[config.mk]
export PLATFORM = sky130hd
export DESIGN_NAME = imm_decode_stage
export DESIGN_NICKNAME = d
export VERILOG_FILES = /design/src/rtl/imm_decode_stage.sv
export SDC_FILE = /design/constraint.sdc
export NUM_CORES = 1
export LEC_CHECK = 0
export CORE_UTILIZATION = 45
export CTS_CLUSTER_SIZE = 14
export DETAILED_ROUTE_END_ITERATION = 10
export PLACE_DENSITY = 0.75
export SETUP_SLACK_MARGIN = 0.05
export SYNTH_ARGS = -nofsm -noshare
export SYNTH_HDL_FRONTEND = slang
export SYNTH_SLANG_ARGS = --single-unit
[constraint.sdc]
create_clock -name clk -period 2.7 [get_ports clk]
set_input_delay 0.405 -clock clk [delete_from_list [all_inputs] [get_ports clk]]
set_output_delay 0.405 -clock clk [all_outputs]
set_load 0.1 [all_outputs]
[src/rtl/imm_decode_stage.sv]
// RV32/RV64 immediate decode stage: classifies the opcode, builds the extended
// immediate and branch/jump target, and registers the result behind a skid buffer.
module imm_decode_stage #(
  parameter int XLEN  = 64,
  parameter int CNT_W = 16
) (
  input  logic             clk,
  input  logic             rst_n,
  input  logic             flush,
  input  logic             in_valid,
  output logic             in_ready,
  input  logic [31:0]      in_inst,
  input  logic [XLEN-1:0]  in_pc,
  output logic             out_valid,
  input  logic             out_ready,
  output logic [XLEN-1:0]  out_imm,
  output logic [2:0]       out_fmt,
  output logic [XLEN-1:0]  out_target,
  output logic             out_illegal,
  output logic [CNT_W-1:0] illegal_cnt
);

  typedef enum logic [2:0] {
    FMT_R   = 3'd0,
    FMT_I   = 3'd1,
    FMT_S   = 3'd2,
    FMT_B   = 3'd3,
    FMT_U   = 3'd4,
    FMT_J   = 3'd5,
    FMT_ILL = 3'd7
  } fmt_e;

  logic [6:0]      opc;
  logic [2:0]      funct3;
  logic            is_shift;
  logic [5:0]      shamt_op;
  logic [XLEN-1:0] imm_i, imm_s, imm_b, imm_u, imm_j;
  logic [XLEN-1:0] dec_imm;
  logic [2:0]      dec_fmt;
  logic            dec_illegal;
  logic [XLEN-1:0] dec_target;

  assign opc      = in_inst[6:0];
  assign funct3   = in_inst[14:12];
  assign is_shift = (funct3 == 3'b001) || (funct3 == 3'b101);
  // OP-IMM shifts carry a 6-bit shamt only on RV64; bit 25 belongs to funct7 on RV32
  assign shamt_op = (XLEN == 64) ? in_inst[25:20] : {1'b0, in_inst[24:20]};

  assign imm_i = XLEN'($signed(in_inst[31:20]));
  assign imm_s = XLEN'($signed({in_inst[31:25], in_inst[11:7]}));
  assign imm_b = XLEN'($signed({in_inst[31], in_inst[7], in_inst[30:25], in_inst[11:8], 1'b0}));
  assign imm_u = XLEN'($signed({in_inst[31:12], 12'b0}));
  assign imm_j = XLEN'($signed({in_inst[31], in_inst[19:12], in_inst[20], in_inst[30:21], 1'b0}));

  always_comb begin
    dec_imm     = '0;
    dec_fmt     = FMT_ILL;
    dec_illegal = 1'b1;
    case (opc)
      7'b0000011, 7'b1100111: begin
        dec_imm = imm_i; dec_fmt = FMT_I; dec_illegal = 1'b0;
      end
      7'b0010011: begin
        dec_imm = is_shift ? XLEN'(shamt_op) : imm_i;
        dec_fmt = FMT_I; dec_illegal = 1'b0;
      end
      7'b0011011: begin
        dec_imm = is_shift ? XLEN'(in_inst[24:20]) : imm_i;
        dec_fmt = FMT_I; dec_illegal = 1'b0;
      end
      7'b0100011: begin
        dec_imm = imm_s; dec_fmt = FMT_S; dec_illegal = 1'b0;
      end
      7'b1100011: begin
        dec_imm = imm_b; dec_fmt = FMT_B; dec_illegal = 1'b0;
      end
      7'b0110111, 7'b0010111: begin
        dec_imm = imm_u; dec_fmt = FMT_U; dec_illegal = 1'b0;
      end
      7'b1101111: begin
        dec_imm = imm_j; dec_fmt = FMT_J; dec_illegal = 1'b0;
      end
      7'b0110011, 7'b0111011: begin
        dec_fmt = FMT_R; dec_illegal = 1'b0;
      end
      default: ;
    endcase
  end

  assign dec_target = in_pc + dec_imm;

  // Output register and skid buffer state
  logic             out_valid_q, out_valid_d;
  logic [XLEN-1:0]  out_imm_q, out_imm_d;
  logic [2:0]       out_fmt_q, out_fmt_d;
  logic [XLEN-1:0]  out_target_q, out_target_d;
  logic             out_illegal_q, out_illegal_d;
  logic             skid_valid_q, skid_valid_d;
  logic [XLEN-1:0]  skid_imm_q, skid_imm_d;
  logic [2:0]       skid_fmt_q, skid_fmt_d;
  logic [XLEN-1:0]  skid_target_q, skid_target_d;
  logic             skid_illegal_q, skid_illegal_d;
  logic [CNT_W-1:0] cnt_q, cnt_d;
  logic             out_fire;

  assign in_ready = ~skid_valid_q;
  assign out_fire = out_valid_q & out_ready;

  always_comb begin
    out_valid_d    = out_valid_q;
    out_imm_d      = out_imm_q;
    out_fmt_d      = out_fmt_q;
    out_target_d   = out_target_q;
    out_illegal_d  = out_illegal_q;
    skid_valid_d   = skid_valid_q;
    skid_imm_d     = skid_imm_q;
    skid_fmt_d     = skid_fmt_q;
    skid_target_d  = skid_target_q;
    skid_illegal_d = skid_illegal_q;
    cnt_d          = cnt_q;
    if (flush) begin
      out_valid_d  = 1'b0;
      skid_valid_d = 1'b0;
    end else begin
      if (out_fire && out_illegal_q && !(&cnt_q))
        cnt_d = cnt_q + 1'b1;
      if (!out_valid_q || out_ready) begin
        // Output slot frees this edge: older skid entry wins over a new input
        if (skid_valid_q) begin
          out_valid_d   = 1'b1;
          out_imm_d     = skid_imm_q;
          out_fmt_d     = skid_fmt_q;
          out_target_d  = skid_target_q;
          out_illegal_d = skid_illegal_q;
          skid_valid_d  = 1'b0;
        end else if (in_valid) begin
          out_valid_d   = 1'b1;
          out_imm_d     = dec_imm;
          out_fmt_d     = dec_fmt;
          out_target_d  = dec_target;
          out_illegal_d = dec_illegal;
        end else begin
          out_valid_d   = 1'b0;
        end
      end else if (in_valid && !skid_valid_q) begin
        skid_valid_d   = 1'b1;
        skid_imm_d     = dec_imm;
        skid_fmt_d     = dec_fmt;
        skid_target_d  = dec_target;
        skid_illegal_d = dec_illegal;
      end
    end
  end

  always_ff @(posedge clk or negedge rst_n) begin
    if (!rst_n) begin
      out_valid_q    <= 1'b0;
      out_imm_q      <= '0;
      out_fmt_q      <= '0;
      out_target_q   <= '0;
      out_illegal_q  <= 1'b0;
      skid_valid_q   <= 1'b0;
      skid_imm_q     <= '0;
      skid_fmt_q     <= '0;
      skid_target_q  <= '0;
      skid_illegal_q <= 1'b0;
      cnt_q          <= '0;
    end else begin
      out_valid_q    <= out_valid_d;
      out_imm_q      <= out_imm_d;
      out_fmt_q      <= out_fmt_d;
      out_target_q   <= out_target_d;
      out_illegal_q  <= out_illegal_d;
      skid_valid_q   <= skid_valid_d;
      skid_imm_q     <= skid_imm_d;
      skid_fmt_q     <= skid_fmt_d;
      skid_target_q  <= skid_target_d;
      skid_illegal_q <= skid_illegal_d;
      cnt_q          <= cnt_d;
    end
  end

  assign out_valid   = out_valid_q;
  assign out_imm     = out_imm_q;
  assign out_fmt     = out_fmt_q;
  assign out_target  = out_target_q;
  assign out_illegal = out_illegal_q;
  assign illegal_cnt = cnt_q;

endmodule
### Word-level counts from Yosys, hierarchy flattened

Index checks and enable logic that the tools add are counted.

| word-level totals | value |
|---|---|
| input bits | 101 |
| output and inout port bits | 150 |
| register bits | 282 |
| logic and storage cells | 70 |

| cells by class | value |
|---|---|
| equality and inequality tests | 13 |
| bitwise logic cells | 4 |
| muxes and demuxes | 20 |
| reduce and logical (&&, ||, !) cells | 20 |
| $add $sub $neg | 2 |

Operators by type and width:

| cell | count |
|---|---|
| $pmux 64 s7 | 1 |
| $mux 64 | 6 |
| $add 64x64->64 | 1 |
| $eq 7x6->1 const B | 4 |
| $eq 7x5->1 const B | 3 |
| $eq 7x7->1 const B | 3 |
| $pmux 3 s6 | 1 |
| $add 16x1->16 const B | 1 |
| $reduce_and 16->1 | 1 |
| $reduce_or 11->1 | 1 |
| $mux 1 | 10 |
| $eq 7x2->1 const B | 1 |
| $mux 3 | 2 |
| $reduce_and 3->1 | 2 |
| $reduce_or 2->1 | 3 |
| $reduce_bool 2->1 | 2 |
| $reduce_or 4->1 | 1 |
| $eq 3x1->1 const B | 1 |
| $eq 3x3->1 const B | 1 |
| $logic_and 1x1->1 | 3 |
| $logic_not 1->1 | 3 |
| $not 1->1 | 3 |
| $reduce_bool 3->1 | 1 |
| $logic_or 1x1->1 | 2 |
| other kinds (2) | 2 |

### Logic depth before layout (Yosys ltp)

| logic depth | value |
|---|---|
| depth in word-level cells | 7 |
| gate-level depth with buffers | 21 |

### Worst setup path before layout

Ideal clock, no wire load.

| timing path | value |
|---|---|
| kind | input to register |
| start point | input port in_inst[4] |
| end point | register skid_target_q[62] |
| stages | 21 |
| path buffers | 3 |
| arrival time | 4.481 ns |
| data required time | 2.576 ns |
| library setup time | 0.124 ns |
| path slack | -1.905 ns |
| cell sequence | buf_6 -> and4bb_2 -> a31oi_1 -> nor3_1 -> a211oi_1 -> nor2_1 -> clkbuf_1 -> a21oi_1 -> inv_1 -> ha_1 -> clkbuf_1 -> a21oi_1 -> o21ai_0 -> nor3_1 -> nand3_1 -> a2111oi_0 -> nor2_1 -> o21ai_1 -> mux2i_1 -> nor3_1 -> a211o_1 |

| between the ends | value |
|---|---|
| longest elaborated chain between the ends | 4 |

RTL lines:

| element | RTL line | source |
|---|---|---|
| start, declared | 12 | `input logic [31:0] in_inst,` |
| $eq 7x6->1 (tied with other cells) | 59 | `case (opc)` |
| $reduce_or 2->1 | -- |  |
| $pmux 64 s7 * | 59 |  |
| via dec_imm[21] | 38 | `logic [XLEN-1:0] dec_imm;` |
| $add 64x64->64 * | 90 | `assign dec_target = in_pc + dec_imm;` |
| end signal, assigned | 177 | `skid_target_q <= skid_target_d;` |
| end, declared | 101 | `logic [XLEN-1:0] skid_target_q, skid_target_d;` |

Mark *: on every way through the listed nets, which the timed path passes. The rest lies on a longest branch.
A chain may end at the register's enable or synchronous reset.

### Worst setup path in the final report

| timing path | value |
|---|---|
| start point | input port in_inst[0] |
| end point | register out_target_q[56] (netlist: out_target[56]) |

| between the ends | value |
|---|---|
| longest elaborated chain between the ends | 6 |

RTL lines:

| element | RTL line | source |
|---|---|---|
| $eq 7x6->1 (tied with other cells) | 59 |  |
| $reduce_or 2->1 | -- |  |
| $pmux 64 s7 * | 59 |  |
| via dec_imm[20] | 38 |  |
| $add 64x64->64 * | 90 |  |
| $mux 64 * | 136 | `end else if (in_valid) begin` |
| $mux 64 * | 129 | `if (skid_valid_q) begin` |
| end signal, assigned | 172 | `out_target_q <= out_target_d;` |
| end, declared | 96 | `logic [XLEN-1:0] out_target_q, out_target_d;` |

Mark *: on every way through the listed nets, which the timed path passes. The rest lies on a longest branch. The select of a mux whose other input is x is not followed.

==> results.toml <==
[worst_setup_path]
critical-path-max-stage-delay_ps = 550
timing.critical_path.from_type = "input port"
critical_path_cell_count = 22
timing.critical_path.max_delay_family = "compound AO/OA/AOI/OAI gates"
required_ps = 3120
worst_ep_arrival_time_ps = 4430
critPathCaptureType = "flip-flop"
slowest_stage_cell_on_the_critical_path = "sky130_fd_sc_hd__or4_4"
crit_path_frequent_cell = "sky130_fd_sc_hd__buf_4"
worstPathCellList = "buf_8 > and4bb_2 > a31oi_4 > nor3_4 > a211oi_2 > nor2_2 > buf_4 > a21oi_2 > inv_2 > ha_4 > buf_4 > buf_4 > nand4_1 > a21o_1 > a31oi_4 > buf_6 > buf_6 > o21ai_4 > or4_4 > a21boi_2 > nor3_2 > o22a_1"
timing_worst_setup_path_type = "input port to flip-flop"
cp_max_fo = 4
r2r_cells = 10
worst-path-buf-inv = 7

[cells_and_area]
area_delta_synth_final_pct = 62.09
antenna_cells = 0
finish.net_count = 2373
layout.core_utilization_pct = 75.06
stdcell_count = 2645
final_cell_area_um2 = 22540
layout-drive-gt1-share_pct = 44.21

[clocking]
clk-insertion-delay-late_ps = 540
ctsHtreeMaxLevel = 1
root_buffer = "sky130_fd_sc_hd__clkbuf_16"
cts_num_sinks = 218
path_clk_slew_ps = 60
cts_tree = "yes"
cts-buffers-inserted = 25
max-clock-path-buffers = 3

[global_routing]
busiest_layer = "met2"
groute.layer.met2.usage_pct = 53.26
pin_count_of_the_biggest_net_entering_global_routing = 102
globalRouteMet3Util_pct = 4.649
grt_usage_pct = 31.74
gr-usage-met1_pct = 40.58
vias_in_the_first_global_route = 14660
antenna_found_initial = 1
globalRouteOverflowTotal = 0
wire_length_of_the_first_global_routing_pass_um = 78260

[sta]
highest_clock_rate_ghz = 0.2495
final_critical_path_setup_slack_ps = -1309
finalWorstPathRequiredPeriod_ps = 4009
slew_viol_final = 0
grt_setup_unrepaired = "true"
post-route-period-util_pct = 148.5
max_slew_headroom_pct = 17.58
tightest_slew_ps = 1236
fin_skew_ps = 16.24
timing.final.setup_violations = 118
timing.final.hold_violations = 0

[logic_synthesis]
synth_top_flop_cell = "sky130_fd_sc_hd__dfrtp_1"
synth_top_cell_by_area = "sky130_fd_sc_hd__dfrtp_1"
ys_seq_area_share_pct = 39.23
synthesis.yosys.warnings = 0
synth_enable_flop_cells = 0
yosysMostFrequentCell = "sky130_fd_sc_hd__nand2_1"
syn_avg_cell_area_um2 = 8.470
synthArstFlopShare_pct = 100.0
yosys.cell_types.count = 88
post_synth_instance_area_um2 = 13910
synth_commonest_cells = "sky130_fd_sc_hd__nand2_1 (233), sky130_fd_sc_hd__dfrtp_1 (218), sky130_fd_sc_hd__o21ai_0 (160), sky130_fd_sc_hd__nor2_1 (128), sky130_fd_sc_hd__a21oi_1 (112)"
synthCells = 1642
netlist.area_leader.share_pct = 39.23
synth_fp_nets = 1776
synth_seq_cells = 218
synth_area_leaders = "sky130_fd_sc_hd__dfrtp_1 (39%), sky130_fd_sc_hd__nand2_1 (6.3%), sky130_fd_sc_hd__o21ai_0 (5.8%)"

[outcome]
violated_checks = "negative setup slack"
status = "complete, but fails checks"

[floorplan]
floorplan.rows = 63
fp.dieW_um = 177.8
ioPinCount = 251
die_h_um = 177.8
design.core.area_um2 = 30030
start_util_pct = 46.31
floorplan.die_area_um2 = 31610

[route]
routed_wl_um = 54670
detail_route.vias_per_cell = 5.783
vias = 15300
post-route-drc-count = 0
dr.first_iter.drc_count = 1295
drt.antenna.violating_nets = 0
avgRoutedWirePerCell_um = 20.67
first_pass_iters = 5

[place]
dp.final_hpwl_um = 36840
buffer_ports.inserted = 250
finalWeightedCongestion = 0.9801
setup_ws_pre_cts_ps = -2351
placed_cell_area_um2 = 19030
placed_cell_count = 2500

[pwr]
cellLeakagePower_nw = 10.65
clk_pwr_share_pct = 29.3
post-layout-total-power_mw = 11.72
share_comb_of_total_power_pct = 35.7
share_seq_of_total_power_pct = 35.0
p_sw_mw = 4.653
internal_power_mw = 7.062
power.share.switching_pct = 39.72
vdd.ir_drop.worst_mv = 0.4680
pwr_density_cell_nw_per_um2 = 519.7

[hold_path]
timing.hold.worst.class = "input port to async pin"

[run]
max_cap_violations = 0
==> cells by family (layout without fill, tap and decap cells) <==
| group | Yosys count | in the layout | share of synthesized area (%) |
|---|---|---|---|
| compound gates | 446 | 446 | 20.00 |
| xor+xnor | 76 | 76 | 4.786 |
| fa+ha+maj | 35 | 35 | 3.176 |
| buf+inv | 183 | 796 | 6.019 |
| flops | 218 | 218 | 39.23 |
| mux | 89 | 89 | 6.739 |
| simple gates | 595 | 595 | 20.05 |
==> state kept, by name (all words and copies together), names as in the netlist <==
| register | flops |
|---|---|
| skid_fmt_q | 3 |
| skid_target_q | 64 |
| out_target | 64 |
| out_imm | 32 |
| skid_valid_q | 1 |
| out_illegal | 1 |
| skid_imm_q | 32 |
| out_valid | 1 |
| illegal_cnt | 16 |
| out_fmt | 3 |
| skid_illegal_q | 1 |
==> routing by layer <==
metal  part of all wire, %  wire length (µm)
met5                     0                 0
met4                   5.1              2765
met3                   6.4              3522
met2                    49             26780
met1                    40             21600
==> placed cells by master (no fill, tap or decap), drive strengths merged, types with 5 or more instances in the layout <==
cell	instances
a211o	5
a211oi	13
a21boi	6
a21o	27
a21oi	113
a22o	5
a31oi	13
and2	10
and3	33
and4	5
buf	623
clkbuf	33
clkdlybuf4s50	90
clkinv	6
dfrtp	218
ha	32
inv	39
mux2	37
mux2i	52
nand2	234
nand3	57
nand4	24
nor2	128
nor2b	8
nor3	44
nor4	11
o211ai	21
o21a	21
o21ai	168
o21bai	7
o22ai	6
or3	8
or4	8
xnor2	56
xor2	20
==> power groups by stage <==
stage | clock, mW | sequential (mW) | combinational [mW]
floorplan | 0 | 5.62 | 1.05
finish | 3.43 | 4.10 | 4.18
CTS | 3.46 | 4.08 | 4.01
global route | 3.61 | 4.15 | 4.37
detailed placement | 0 | 4.13 | 3.81
global placement | 0 | 4.10 | 3.75
==> timing repair <==
item / in CTS / in global routing
gates resized for setup: 312 / 152
endpoints found under the hold margin: 30 / 0
pin swaps: 144 / 125
hold buffers: 1 / 0
buffers inserted: 63 / 52
endpoints found under the setup margin: 122 / 120
==> per-stage QoR <==
| step | hold WS, ps | setup TNS [ps] |
|---|---|---|
| 6_report | 332.6 | -109140 |
| 4_1_cts | 326.8 | -86400 |
| 5_1_grt | 346.2 | -119800 |
| 2_1_floorplan | 109.4 | -106940 |
| 3_3_place_gp | 289.4 | -207990 |
| 3_5_place_dp | 293.3 | -216900 |
==> worst paths after layout <==
path	from	endpoint	slack, ps
worst min register to register	skid_imm_q[20]$_DFFE_PN0P_	skid_imm_q[20]$_DFFE_PN0P_	480
worst min-delay path	rst_n	illegal_cnt[8]$_DFFE_PN0P_	330
worst max-delay path	in_inst[0]	out_target[56]$_DFFE_PN0P_	-1310
min in group clk	skid_imm_q[20]$_DFFE_PN0P_	skid_imm_q[20]$_DFFE_PN0P_	480
worst max register to register	illegal_cnt[4]$_DFFE_PN0P_	illegal_cnt[10]$_DFFE_PN0P_	250
max in group asynchronous	rst_n	skid_imm_q[16]$_DFFE_PN0P_	1700
==> cell type report <==
type                       instances  area [µm²]
inverter                          37       138.9
clock inverter                    12       126.4
tap                              390       488.0
fill                            2027        7491
timing repair buffer             716        6030
multi-input combinational       1241        9595
sequential                       218        5465
clock buffer                      31       698.2
Power figures use the tool's default switching activity.
